==> src/rtl/lfsr_pkg.sv <==
// Shared types and constants for the seven-segment LFSR step sequencer.
// Holds the state encoding, the reset/lock-up seeds and the seed sanitiser.
package lfsr_pkg;

    localparam int LFSR_W = 8;

    localparam logic [LFSR_W-1:0] LFSR_RST_SEED = 8'h01;
    localparam logic [LFSR_W-1:0] LFSR_LOCK     = 8'hFF;

    typedef enum logic [1:0] {
        S_MANUAL = 2'd0,
        S_RUN    = 2'd1,
        S_LOAD   = 2'd2
    } state_t;

    // The all-ones pattern never leaves itself under XNOR feedback.
    function automatic logic [LFSR_W-1:0] sanitise_seed(input logic [LFSR_W-1:0] s);
        return (s == LFSR_LOCK) ? LFSR_RST_SEED : s;
    endfunction

endpackage

==> src/rtl/lfsr_step_ctrl_debounce_sync.sv <==
// Two-flop synchroniser followed by a stability counter for the raw step button.
// The output level follows the synchronised input only after it has differed for DEB_CYCLES cycles.
module debounce_sync #(
    parameter int DEB_CYCLES = 16
) (
    input  logic clk,
    input  logic rst,
    input  logic din,
    output logic dout
);
    localparam int CW = (DEB_CYCLES > 2) ? $clog2(DEB_CYCLES) : 1;

    logic          r_sync1;
    logic          r_sync2;
    logic          r_level;
    logic [CW-1:0] r_cnt;

    always_ff @(posedge clk or posedge rst) begin
        if (rst) begin
            r_sync1 <= 1'b0;
            r_sync2 <= 1'b0;
            r_level <= 1'b0;
            r_cnt   <= '0;
        end else begin
            r_sync1 <= din;
            r_sync2 <= r_sync1;
            // Any cycle where the input agrees with the level restarts the count.
            if (r_sync2 != r_level) begin
                if (r_cnt == CW'(DEB_CYCLES - 1)) begin
                    r_level <= r_sync2;
                    r_cnt   <= '0;
                end else begin
                    r_cnt <= r_cnt + CW'(1);
                end
            end else begin
                r_cnt <= '0;
            end
        end
    end

    assign dout = r_level;

endmodule

==> src/rtl/lfsr_step_ctrl.sv <==
// Step/load sequencer for the 8-bit XNOR LFSR: manual stepping, auto-run and seed loads,
// issued as single-cycle strobes with a running count of steps.
module lfsr_step_ctrl
    import lfsr_pkg::*;
#(
    parameter int DEB_CYCLES = 16,
    parameter int RUN_PERIOD = 100,
    parameter int CNT_W      = 16
) (
    input  logic              clk,
    input  logic              rst,
    input  logic              step_in,
    input  logic              run_mode,
    input  logic              seed_req,
    input  logic [LFSR_W-1:0] seed,
    output logic              lfsr_step,
    output logic              lfsr_load,
    output logic [LFSR_W-1:0] lfsr_seed,
    output logic [1:0]        state_o,
    output logic [CNT_W-1:0]  step_count
);
    localparam int PW = (RUN_PERIOD > 2) ? $clog2(RUN_PERIOD) : 1;

    logic              w_deb;
    logic              w_step_event;
    logic              w_load_event;
    logic              r_deb_d;
    logic              r_seed_req;
    state_t            r_state;
    logic [PW-1:0]     r_presc;
    logic              r_step;
    logic              r_load;
    logic [LFSR_W-1:0] r_seed;
    logic [CNT_W-1:0]  r_count;

    debounce_sync #(
        .DEB_CYCLES(DEB_CYCLES)
    ) u_deb (
        .clk  (clk),
        .rst  (rst),
        .din  (step_in),
        .dout (w_deb)
    );

    assign w_step_event = w_deb & ~r_deb_d;
    assign w_load_event = seed_req & ~r_seed_req;

    always_ff @(posedge clk or posedge rst) begin
        if (rst) begin
            r_deb_d    <= 1'b0;
            r_seed_req <= 1'b0;
            r_state    <= S_MANUAL;
            r_presc    <= '0;
            r_step     <= 1'b0;
            r_load     <= 1'b0;
            r_seed     <= LFSR_RST_SEED;
            r_count    <= '0;
        end else begin
            r_deb_d    <= w_deb;
            r_seed_req <= seed_req;
            r_step     <= 1'b0;
            r_load     <= 1'b0;
            // A load pre-empts any step or tick in the same cycle; the dropped one is not replayed.
            if (w_load_event) begin
                r_state <= S_LOAD;
                r_load  <= 1'b1;
                r_seed  <= sanitise_seed(seed);
                r_count <= '0;
                r_presc <= '0;
            end else begin
                case (r_state)
                    S_MANUAL: begin
                        r_presc <= '0;
                        if (w_step_event) begin
                            r_step  <= 1'b1;
                            r_count <= r_count + CNT_W'(1);
                        end
                        if (run_mode) r_state <= S_RUN;
                    end
                    S_RUN: begin
                        if (!run_mode) begin
                            r_state <= S_MANUAL;
                            r_presc <= '0;
                        end else if (r_presc == PW'(RUN_PERIOD - 1)) begin
                            r_presc <= '0;
                            r_step  <= 1'b1;
                            r_count <= r_count + CNT_W'(1);
                        end else begin
                            r_presc <= r_presc + PW'(1);
                        end
                    end
                    S_LOAD: begin
                        r_presc <= '0;
                        r_state <= run_mode ? S_RUN : S_MANUAL;
                    end
                    default: begin
                        r_presc <= '0;
                        r_state <= S_MANUAL;
                    end
                endcase
            end
        end
    end

    assign lfsr_step  = r_step;
    assign lfsr_load  = r_load;
    assign lfsr_seed  = r_seed;
    assign state_o    = r_state;
    assign step_count = r_count;

endmodule

==> config.mk <==
export PLATFORM = sky130hd
export DESIGN_NAME = lfsr_step_ctrl
export DESIGN_NICKNAME = d
export VERILOG_FILES = /design/src/rtl/lfsr_pkg.sv /design/src/rtl/lfsr_step_ctrl_debounce_sync.sv /design/src/rtl/lfsr_step_ctrl.sv
export SDC_FILE = /design/constraint.sdc
export NUM_CORES = 1
export LEC_CHECK = 0
export ABC_AREA = 1
export BUFFER_PORTS_ARGS = -buffer_cell sky130_fd_sc_hd__buf_2
export CAP_MARGIN = 20
export CORE_ASPECT_RATIO = 0.5
export CORE_MARGIN = 2
export CORE_UTILIZATION = 57
export DETAILED_ROUTE_END_ITERATION = 7
export PLACE_DENSITY = 0.82
export SYNTH_ARGS = -nofsm -noshare
export SYNTH_HDL_FRONTEND = slang
export SYNTH_SLANG_ARGS = --single-unit
export TNS_END_PERCENT = 20
==> constraint.sdc <==
create_clock -name clk -period 2.8 [get_ports clk]
set_input_delay 0.42 -clock clk [delete_from_list [all_inputs] [get_ports clk]]
set_output_delay 0.42 -clock clk [all_outputs]
set_load 0.05 [all_outputs]
# ---- Word level (Yosys, flattened, before mapping)
# Cells that the tools add are included.
dict set report totals {
  ramBits 0
  mem_count 0
  wordCells 58
  register_bits 44
  latch_bits 0
  inputBits 13
  mem_bits_ro 0
  output_inout_bits 28
}
dict set report op_classes {
  n_bitwise 4
  n_eq_ne 11
  n_div 0
  add_sub_neg 3
  n_lt_le_gt_ge 0
  mux 23
  n_shift 0
  reduce_logical 5
  mul 0
}
# cell n
set op_table {}
lappend op_table {{2-to-1 mux 16 bit} 4}
lappend op_table {{one-hot mux 16 bit (2 select lines)} 1}
lappend op_table {{2-to-1 mux 7 bit} 4}
lappend op_table {{adder 16 x 1 -> 16 bit, second input constant} 1}
lappend op_table {{!= test 3 bit, second input constant} 5}
lappend op_table {{equality test 8 bit, second input constant} 1}
lappend op_table {{2-to-1 mux 4 bit} 2}
lappend op_table {{2-to-1 mux 8 bit} 1}
lappend op_table {{adder 7 x 1 -> 7 bit, second input constant} 1}
lappend op_table {{equality test 7 bit, second input constant} 1}
lappend op_table {{2-to-1 mux 1 bit} 6}
lappend op_table {{2-to-1 mux 2 bit} 3}
lappend op_table {{one-hot mux 2 bit (3 select lines)} 1}
lappend op_table {{adder 4 x 1 -> 4 bit, second input constant} 1}
lappend op_table {{equality test 4 bit, second input constant} 1}
lappend op_table {{AND reduction 2 bit} 2}
lappend op_table {{AND reduction 4 bit} 1}
lappend op_table {{nonzero test 3 bit} 1}
lappend op_table {{AND 1 bit} 2}
lappend op_table {{equality test 2 x 1 -> 1 bit, second input constant} 1}
lappend op_table {{equality test 2 bit, second input constant} 1}
lappend op_table {{zero test 2 bit} 1}
lappend op_table {{NOT 1 bit} 2}
lappend op_table {{one-hot mux 1 bit (2 select lines)} 1}
lappend op_table {{!= test 1 bit} 1}

# ---- Longest topological paths before layout
# Gate-level depths: netlist (run 1).
dict set report logic_depth {
  word_depth 5
  depth_mapped 10
  ltp_nobuf 9
}

# ---- Modules after synthesis
# From an unflattened synthesis (run 1), not the netlist that was laid out.
dict set report hier_totals {
  hier_cells 289
  area_unflattened_um2 2237.1
}
# module seq_area_each_um2 cells_per_inst n_inst area_per_inst_um2
set modules_own_cells {}
lappend modules_own_cells {lfsr_step_ctrl 927.1 260 1 1958.1}
lappend modules_own_cells {debounce_sync 175.2 29 1 279.0}

# ---- Least setup slack after synthesis (run 1)
# Ideal clock, no wire load.
dict set report synth_path {
  path_type {reg2reg}
  from {reg r_count[1] (netlist: step_count[1])}
  to {reg r_count[14] (netlist: step_count[14])}
  setup_time_ps 119
  path_buffers 0
  path_stages_with_launch 9
  arrival_ps 1540
  setup_slack_ps 1141
  synth_period_minus_slack_ps 1659
  required_ps 2681
  cell_sequence {dfrtp_1 ha_1 nand2_1 nor2_2 nand2_1 nor2_1 nand4_1 nand2_1 nor2_1}
}
dict set report synth_between {
  elab_chain_len 5
  elab_cells_between_ends 6
  classes_between {1 x add/sub; 5 x mux}
}
# item line_no
set synth_rtl {}
lappend synth_rtl {{start: declaration} lfsr_step_ctrl.sv:34} ;# logic [CNT_W-1:0] r_count;
lappend synth_rtl {{start signal: assignment} lfsr_step_ctrl.sv:76} ;# r_count <= r_count + CNT_W'(1);
lappend synth_rtl {{start signal: assignment} lfsr_step_ctrl.sv:87} ;# r_count <= r_count + CNT_W'(1);
lappend synth_rtl {{adder 16 x 1 -> 16 bit *} {lfsr_step_ctrl.sv:76, lfsr_step_ctrl.sv:87}}
lappend synth_rtl {{2-to-1 mux 16 bit} lfsr_step_ctrl.sv:84} ;# end else if (r_presc == PW'(RUN_PERIOD - 1)) begin
lappend synth_rtl {{2-to-1 mux 16 bit} lfsr_step_ctrl.sv:81} ;# if (!run_mode) begin
lappend synth_rtl {{one-hot mux 16 bit (2 select lines) *} lfsr_step_ctrl.sv:71} ;# case (r_state)
lappend synth_rtl {{2-to-1 mux 16 bit *} lfsr_step_ctrl.sv:64} ;# if (w_load_event) begin
# Every way passes the cells marked *; elsewhere a longest branch is shown, timed or not. The select of a mux whose other input is x is not followed.
# A chain may end at the register's enable or synchronous reset.

# ---- Worst setup path in the final report (run 1)
dict set report layout_path {
  from {reg r_presc[0]}
  to {reg r_count[14] (netlist: step_count[14])}
}
dict set report layout_between {
  elab_chain_len 3
}
# item line_no
set layout_rtl {}
lappend layout_rtl {{start: declaration} lfsr_step_ctrl.sv:30} ;# logic [PW-1:0] r_presc;
lappend layout_rtl {{start signal: assignment} lfsr_step_ctrl.sv:89} ;# r_presc <= r_presc + PW'(1);
lappend layout_rtl {{equality test 7 bit} lfsr_step_ctrl.sv:84}
lappend layout_rtl {{!= test 3 bit (no line)} --}
lappend layout_rtl {{AND reduction 4 bit (no line)} --}
# No other way between the ends.

==> impl_metrics.yaml, run 1 <==
yosys:
  ys_seq_area_frac: 0.4835
  yosys.area.top_type: "dfrtp_1"
  synth_cells: 294
  ys.flop_type: "dfrtp_1"
  yosysWarnings: 0
  mappedNetlistArea_um2: 2280
  syn_nets: 310
  synth.avg_cell_area_um2: 7.754
  async_reset_ff_frac: 1.000
  yosys.cell_types.count: 30
  ys_ff_latch: 44
  synth.area.top_cells: "dfrtp_1 (47%), nand2_1 (13%), nor2_1 (7.7%)"
  synth_edf_count: 0
  yosysTopAreaCellShare: 0.4720
drt:
  wl_um: 4929
  vias: 2025
  viasPerCell: 5.140
  drc_errors: 0
  dr.pass1.iters: 4
  ant_nets: 0
  first_iter_violations: 131
  drt-wirelength-per-cell_um: 12.51
floorplanning:
  chipWidth_um: 93.44
  die_y_um: 48.72
  dieArea_um2: 4552
  coreArea_um2: 3864
  initial_utilization: 0.5900
  io_pins: 41
  rows: 16
cells_and_area:
  finish.net_count: 355
  final_layout_size_suffix_gt1_frac: 0.2118
  multi_input_area_um2: 980.9
  fillers: 298
  area_growth_pct: 16.08
  final_util: 0.6849
  seq_area_um2: 1102
  diodes: 0
placement:
  place_congestion: 0.8685
  post-dp-hpwl_um: 3467
  port_buffers: 40
power_and_ir_drop:
  swShare: 0.2921
  p_int_mw: 0.9823
  ir_drop_uv: 286.7
  combPwrFrac: 0.154
  pwr-share-seq: 0.495
  p_leak_nw: 1.351
  power.switching_mw: 0.4053
  powerDensity_nw_per_um2: 524.3
  clock_power_share: 0.351
clock_network:
  clkLatencyLatePin_ns: 0.30
  cts.reportedPaths.clkPinSlew_ns: 0.08
  cts_buffer_depth: 2
  numCtsBuffers: 5
  htreeDepth: 2
  cts.sinks: 44
  post_cts_buffers: 0
  cts_root_buf: "clkbuf_8"
  cts_tree: "done"
critical_path:
  crit_fanout: 14
  start_kind: "flip-flop"
  ff2ff_path_depth: 9
  worst_ep_arrival_time_ns: 1.86
  critPathLaunch: "r_presc[0]"
  cp.required_ns: 3.04
  rr_startpoint: "r_presc[0]"
  path_class: "flip-flop to flip-flop"
  r2r_slack_ns: 1.18
  r2r_end: "step_count[14]"
  worstSetupEndpointType: "flip-flop"
hold_path:
  hold_start: "step_in"
  whs_path_depth: 1
  hold_class: "input port to flip-flop"
  worstHoldEndpoint: "u_deb.r_sync1"
run_status:
  status: "complete, no violations"
grt:
  track_usage: 0.2390
  grt_max_degree: 31
  antenna_found_initial: 0
  grt_remaining_overflow: 0
  grt_pass1_wl_um: 8583
  grt_pass1_vias: 1947
sta:
  fin_tns_setup_ns: 0
  worst_pin_slew_ns: 0.4642
  timing.hold.ws_ns: 0.2199
  slew_viol_final: 0
  skew_ns: 0.003961
  setup_viol: 0
  hold_violations: 0
  fin_crit_ns: 1.623
  rsz0062_at_grt: "no"
  finalCritPeriodShare: 0.5798
  fmax_mhz: 616.0
  max-slew-margin-rel: 0.6902
flow_run:
  maxCapViolCount: 0
power by group through the flow:
stage / Clock (mW) / Sequential [mW] / Combinational, mW
after floorplan: 0 / 0.777 / 0.0824
after global placement: 0 / 0.698 / 0.204
after detailed placement: 0 / 0.699 / 0.210
after CTS: 0.490 / 0.687 / 0.210
after global routing: 0.517 / 0.693 / 0.233
final: 0.487 / 0.687 / 0.213
what timing repair did:
| action | in CTS | in global routing |
|---|---|---|
| endpoints found under the hold margin | 0 | 4 |
| resized for setup | 0 | 0 |
| hold buffers | 0 | 1 |
metal layers:
layer | share of wire | global-route usage | vias to the layer above
li1 | - | - | 1008
met1 | 0.46 | 0.3183 | 935
met2 | 0.47 | 0.3897 | 72
met3 | 0.059 | 0.06231 | 10
met4 | 0.012 | 0.06863 | 0
met5 | 0 | 0 | -
critical path: stages (launching register included):
cell and delay [ns]:
dfrtp_1 0.37, ha_1 0.22, inv_2 0.05, nor2_2 0.08
nand3_2 0.10, nand2_2 0.25, nand2_2 0.17, nor2_1 0.16
nor2_1 0.06, nor2_1 0.10
kinds of logic (layout without fill, tap and decap cells):
group | Yosys count | after routing | synth area share
adders and majority gates | 3 | 3 | 0.01647
xor gates and xnor gates | 4 | 4 | 0.01537
DFF | 44 | 44 | 0.4835
AOI/OAI and AO/OA | 17 | 17 | 0.03842
and+or+nand+nor | 181 | 181 | 0.3551
buffers and inverters | 44 | 90 | 0.08617
muxes | 1 | 1 | 0.004939
metrics by stage:
step | power [mW] | instances | setup slack, ns | area [µm²]
2_1_floorplan | 0.8591 | 294 | 1.141 | 2280
3_3_place_gp | 0.9024 | 384 | 1.203 | 2509
3_5_place_dp | 0.9087 | 384 | 1.120 | 2509
4_1_cts | 1.387 | 392 | 1.199 | 2616
5_1_grt | 1.443 | 394 | 1.024 | 2646
6_report | 1.388 | 394 | 1.177 | 2646
Yosys cell counts (2+ instances only):
| master | instances |
|---|---|
| nand3_1 | 21 |
| nand4_1 | 13 |
| nor2_1 | 47 |
| inv_2 | 4 |
| nand3_2 | 2 |
| or2_2 | 2 |
| xor2_1 | 3 |
| nor3b_1 | 2 |
| o21ai_1 | 5 |
| o21ai_0 | 10 |
| nand2_2 | 4 |
| dfrtp_1 | 43 |
| inv_1 | 33 |
| nand2_1 | 80 |
| buf_4 | 2 |
| clkbuf_1 | 2 |
| ha_1 | 3 |
| nor2_2 | 6 |
sequential cells by signal (all words and copies together), names as in the netlist, 2 cells and up:
name         count
state_o          2
step_count      16
u_deb.r_cnt      4
r_presc          7
lfsr_seed        8
placed cells by master (no fill, tap or decap), types with 6 or more instances in the layout:
cell / instances
nand2_1: 80
nor2_1: 47
dfrtp_1: 43
buf_2: 40
inv_1: 32
nand3_1: 21
nand4_1: 13
o21ai_0: 10
nor2_2: 6
worst max-delay path by stage:
stage          slack [ns]        endpoint
2_1_floorplan        1.14  step_count[14]
6_report             1.18  step_count[14]
5_1_grt              1.02    lfsr_seed[1]
4_1_cts              1.20  step_count[14]
3_5_place_dp         1.12    lfsr_seed[3]
3_3_place_gp         1.20    lfsr_seed[1]
final cells by class:
cell class,count,share of cell area
inverters,38,0.05390
repair buffers,44,0.09267
clock buffers,6,0.02742
well taps,54,0.02553
multi-input cells,206,0.3707
flip-flops and latches,44,0.4165
clock inverters,2,0.01324
No activity file was read; power rests on OpenSTA's default activity.
==> inputs of run 2 (changes only) <==
--- a/config.mk
+++ b/config.mk
@@ -10,9 +10,9 @@
 export CAP_MARGIN = 20
 export CORE_ASPECT_RATIO = 0.5
 export CORE_MARGIN = 2
-export CORE_UTILIZATION = 57
+export CORE_UTILIZATION = 50
 export DETAILED_ROUTE_END_ITERATION = 7
-export PLACE_DENSITY = 0.82
+export PLACE_DENSITY = 0.77
 export SYNTH_ARGS = -nofsm -noshare
 export SYNTH_HDL_FRONTEND = slang
 export SYNTH_SLANG_ARGS = --single-unit
==> constraint.sdc (replaced) <==
create_clock -name clk -period 1.3 [get_ports clk]
set_input_delay 0.195 -clock clk [delete_from_list [all_inputs] [get_ports clk]]
set_output_delay 0.195 -clock clk [all_outputs]
set_load 0.05 [all_outputs]
==> run 2 against run 1 <==
Compared with the run above: the run now ends with negative setup slack left; worst hold slack got worse by 0.20 ns; clock power increased by 71%; sequential power increased by 120%; critical path type unchanged; sequential share of layout area down 2.8 points.
==> impl_metrics.yaml, run 2 (synthesis gave the netlist of run 1 again) <==
power_and_ir_drop:
  power.switching_mw: 0.8683
  p_leak_nw: 1.437
  ir_drop_uv: 599.0
  pwr-share-seq: 0.521
  p_int_mw: 1.977
  total_power_mw: 2.846
  powerDensity_nw_per_um2: 990.6
  swShare: 0.3051
  combPwrFrac: 0.186
  clock_power_share: 0.293
grt:
  antenna_found_initial: 0
  grt_pass1_wl_um: 8452
  track_usage: 0.2078
  grt_pass1_vias: 2012
  grt_max_degree: 45
  grt_remaining_overflow: 0
sta:
  fin_tns_setup_ns: -1.522
  max-slew-margin-rel: 0.7685
  worst_pin_slew_ns: 0.3459
  slew_viol_final: 0
  hold_violations: 0
  skew_ns: 0.01097
  setup_ws_ns: -0.1032
  timing.hold.ws_ns: 0.02415
  finalCritPeriodShare: 1.079
  setup_viol: 22
  rsz0062_at_grt: "yes"
  fmax_mhz: 712.7
  fin_crit_ns: 1.403
critical_path:
  start_kind: "flip-flop"
  slowest_delay_ns: 0.37
  worstSetupEndpointType: "flip-flop"
  crit_fanout: 11
  crit_chain: "ha_2 > inv_2 > nor2_2 > nand3_2 > nand3_1 > nand3_4 > nand2_1 > o21ai_1"
  slowest_stage: "dfrtp_1"
  path_class: "flip-flop to flip-flop"
  cp.required_ns: 1.48
  worst_ep_arrival_time_ns: 1.59
drt:
  vias: 2078
  viasPerCell: 4.995
  ant_nets: 0
  drc_errors: 0
  wl_um: 4983
  dr.pass1.iters: 4
  drt-wirelength-per-cell_um: 11.98
  first_iter_violations: 92
clock_network:
  cts_tree: "done"
  clkLatencyLatePin_ns: 0.29
  cts_buffer_depth: 2
  htreeDepth: 2
  numCtsBuffers: 5
  cts_root_buf: "clkbuf_8"
  cts.sinks: 44
  cts.reportedPaths.clkPinSlew_ns: 0.08
floorplanning:
  chipWidth_um: 99.49
  dieArea_um2: 5148
  initial_utilization: 0.5203
  coreArea_um2: 4382
  io_pins: 41
  die_y_um: 51.75
  rows: 17
cells_and_area:
  diodes: 0
  final_layout_size_suffix_gt1_frac: 0.3064
  mostFrequentLayoutCell: "nand2_1"
  layout_common_cells: "nand2_1 (78), nor2_1 (46), buf_2 (37)"
  area_growth_pct: 26.02
  finish.net_count: 374
  largest_reg_flops: 16
  fillers: 380
placement:
  dp_slack_ns: -0.1086
  post-dp-hpwl_um: 3625
  place_congestion: 0.8542
  port_buffers: 40
run_status:
  status: "complete, but fails checks"
  violations: "negative setup slack"
flow_run:
  maxCapViolCount: 0
hold_path:
  hold_class: "input port to flip-flop"
run 2: area by class of cell:
type / count / area, µm² / area share
timing repair buffer: 63 / 417.9 / 0.1455
clock buffer: 7 / 76.32 / 0.02657
sequential: 44 / 1117 / 0.3889
multi-input combinational: 206 / 1042 / 0.3628
clock inverter: 1 / 5.005 / 0.001742
inverter: 38 / 142.6 / 0.04965
tap: 57 / 71.32 / 0.02483
run 2: final timing paths:
path,slack (ns),end,from,cells past startpoint
worst max-delay path,-0.10,step_count[7],r_presc[1],8
worst min register to register,0.37,u_deb.r_sync2,u_deb.r_sync1,0
min in group asynchronous,0.47,lfsr_seed[7],rst,4
worst min-delay path,0.02,r_seed_req,seed_req,1
worst max register to register,-0.10,step_count[7],r_presc[1],8
max in group asynchronous,0.56,lfsr_seed[0],rst,4
run 2: power by group through the flow:
stage,registers (mW),clock network (mW),logic (mW)
finish,1.48,0.834,0.529
global route,1.49,0.918,0.575
CTS,1.48,0.851,0.516
detailed placement,1.51,0,0.502
global placement,1.51,0,0.489
floorplan,1.68,0,0.180
run 2: worst max-delay path, delay by kind of cell (launching register included):
kind                     cells  cell delay [ns]
AO/OA/AOI/OAI                1             0.06
flip-flops                   1             0.37
buffers and inverters        1             0.05
AND/OR/NAND/NOR              5             0.61
adder cells (fa/ha/maj)      1             0.20
run 2: stage by stage:
stage                 util  std cells  area [µm²]
finish              0.6556        416        2873
global route        0.6556        416        2873
CTS                 0.6456        415        2829
detailed placement  0.6179        404        2708
global placement    0.6179        404        2708
floorplan                -        294        2322
run 2: routing by layer:
metal,up-vias,track usage,routed length [µm]
met4,0,0.07991,85
met3,10,0.04839,221
met2,47,0.3615,2423
met1,970,0.2569,2254
li1,1051,-,-
met5,-,0,0
run 2: timing repair:
item | CTS | global route
hold endpoints to repair | 43 | 1
pin swaps | 1 | 1
endpoints found under the setup margin | 28 | 34
buffers inserted | 2 | 0
hold buffers | 1 | 1
resized for setup | 5 | 13
==> inputs of run 3 (changes only) <==
--- a/config.mk
+++ b/config.mk
@@ -13,6 +13,7 @@
 export CORE_UTILIZATION = 50
 export DETAILED_ROUTE_END_ITERATION = 7
 export PLACE_DENSITY = 0.77
+export SKIP_LAST_GASP = 1
 export SYNTH_ARGS = -nofsm -noshare
 export SYNTH_HDL_FRONTEND = slang
 export SYNTH_SLANG_ARGS = --single-unit
==> run 3 against run 2 <==
Compared with the run above: the flow still finishes with violations (negative setup slack); global-route usage unchanged; clock skew fell by 0.00062 ns; fmax decreased by 0.97%; wire length is 4.2% higher; largest power group unchanged.
==> impl_metrics.yaml, run 3 (synthesis gave the netlist of run 1 again) <==
sta:
  finalCritPeriodShare: 1.090
  rsz0062_at_grt: "yes"
  fin_tns_setup_ns: -1.975
  fin_crit_ns: 1.417
  skew_ns: 0.01035
  timing.hold.ws_ns: 0.02438
  setup_viol: 31
  max-slew-margin-rel: 0.7676
  hold_violations: 0
  slew_viol_final: 0
  fmax_mhz: 705.8
  worst_pin_slew_ns: 0.3473
  setup_ws_ns: -0.1169
grt:
  antenna_found_initial: 0
  grt_pass1_wl_um: 8452
  grt_remaining_overflow: 0
  grt_pass1_vias: 2012
  grt_max_degree: 45
  met1_usage: 0.2569
  met3_usage: 0.04839
  met2_usage: 0.3615
  track_usage: 0.2078
  grt-busiest-layer: "met2"
critical_path:
  worstSetupEndpointType: "flip-flop"
  rr_startpoint: "state_o[0]"
  r2r_slack_ns: -0.12
  ff2ff_path_depth: 8
  r2r_end: "step_count[10]"
  path_class: "flip-flop to flip-flop"
  crit_family: "simple AND/OR/NAND/NOR gates"
  start_kind: "flip-flop"
  slowest_delay_ns: 0.44
  crit_chain: "nor2_1 > nand3_1 > nand2_4 > buf_4 > nand3_1 > nand2_1 > inv_1 > nor2_1"
  crit_buf_inv: 2
  worst_ep_arrival_time_ns: 1.64
  cp.required_ns: 1.53
  crit_fanout: 8
  slowest_stage: "dfrtp_2"
clock_network:
  cts_root_buf: "clkbuf_8"
  cts.reportedPaths.clkPinSlew_ns: 0.08
  cts_buffer_depth: 2
  htreeDepth: 2
  numCtsBuffers: 5
  cts_tree: "done"
  clkLatencyLatePin_ns: 0.29
  cts.sinks: 44
hold_path:
  worstHoldEndpoint: "r_seed_req"
  hold_start: "seed_req"
  hold_class: "input port to flip-flop"
  whs_path_depth: 1
cells_and_area:
  final_layout_size_suffix_gt1_frac: 0.3075
  mostFrequentLayoutCell: "nand2_1"
  diodes: 0
  layout_common_cells: "nand2_1 (77), nor2_1 (47), buf_2 (40)"
  finish.net_count: 376
  largest_reg_flops: 16
  area_growth_pct: 26.73
  fin_area_um2: 2889
floorplanning:
  rows: 17
  io_pins: 41
  coreArea_um2: 4382
  chipWidth_um: 99.49
  initial_utilization: 0.5203
  die_y_um: 51.75
  dieArea_um2: 5148
drt:
  viasPerCell: 5.041
  dr.pass1.iters: 4
  wl_um: 5193
  ant_nets: 0
  drc_errors: 0
  first_iter_violations: 94
  vias: 2107
  drt-wirelength-per-cell_um: 12.42
power_and_ir_drop:
  pwr-share-seq: 0.518
  p_int_mw: 1.977
  total_power_mw: 2.862
  combPwrFrac: 0.190
  powerDensity_nw_per_um2: 990.6
  swShare: 0.3093
  ir_drop_uv: 601.6
  p_leak_nw: 1.452
  power.switching_mw: 0.8851
  clock_power_share: 0.292
placement:
  placed_area_um2: 2708
  port_buffers: 40
  post-dp-hpwl_um: 3625
  place_congestion: 0.8542
run_status:
  violations: "negative setup slack"
  status: "complete, but fails checks"
flow_run:
  maxCapViolCount: 0
==> run 3: cell types whose count changed in the layout (fill, tap and decap cells not counted), sizes merged <==
| cell | change |
|---|---|
| buf | +1 |
| nand3 | +1 |
==> run 3: metrics by stage <==
step                setup slack, ns  std cells    util
finish                      -0.1169        418  0.6593
global route                -0.2031        418  0.6593
CTS                        -0.08230        415  0.6456
detailed placement          -0.1086        404  0.6179
global placement           -0.03505        404  0.6179
floorplan                   -0.1195        294       -
==> run 3: how the worst max path moves through the flow <==
stage	start	to	slack, ns	depth (start not counted)
after global routing	r_presc[1]	step_count[5]	-0.20	10
final	state_o[0]	step_count[10]	-0.12	8
after global placement	r_presc[0]	step_count[0]	-0.04	8
after detailed placement	r_presc[0]	r_presc[6]	-0.11	6
after CTS	r_presc[1]	step_count[9]	-0.08	8
after floorplan	step_count[1]	step_count[12]	-0.12	9
==> run 3: metal layers <==
metal	vias to the layer above	part of all wire	routed length, µm
li1	1057	-	-
met1	986	0.44	2295
met2	50	0.48	2515
met3	14	0.049	254
met4	0	0.025	128
met5	-	0	0
==> run 3: final cells by class <==
| type | count | area [µm²] |
|---|---|---|
| sequential | 44 | 1117 |
| fill | 366 | 1493 |
| inverter | 38 | 142.6 |
| multi-input combinational | 207 | 1062 |
| tap | 57 | 71.32 |
| timing repair buffer | 64 | 414.1 |
| clock buffer | 7 | 76.32 |
| clock inverter | 1 | 5.005 |
==> run 3: worst register-to-register path: stages (launching register included) <==
cell	delay, ns
dfrtp_2	0.44
nor2_1	0.21
nand3_1	0.16
nand2_4	0.12
buf_4	0.16
nand3_1	0.08
nand2_1	0.06
inv_1	0.03
nor2_1	0.09
==> run 3: power groups by stage <==
stage	Sequential (mW)	Combinational (mW)	Clock [mW]
2_1_floorplan	1.68	0.180	0
3_3_place_gp	1.51	0.489	0
3_5_place_dp	1.51	0.502	0
4_1_cts	1.48	0.515	0.851
5_1_grt	1.49	0.591	0.918
6_report	1.48	0.545	0.835
==> run 3: what timing repair did <==
action	4_1_cts	5_1_grt
gates cloned	0	1
pin swaps	1	2
hold buffers	1	1
setup endpoints to repair	28	35
hold endpoints to repair	43	1
setup buffers	2	1
resized for setup	3	7
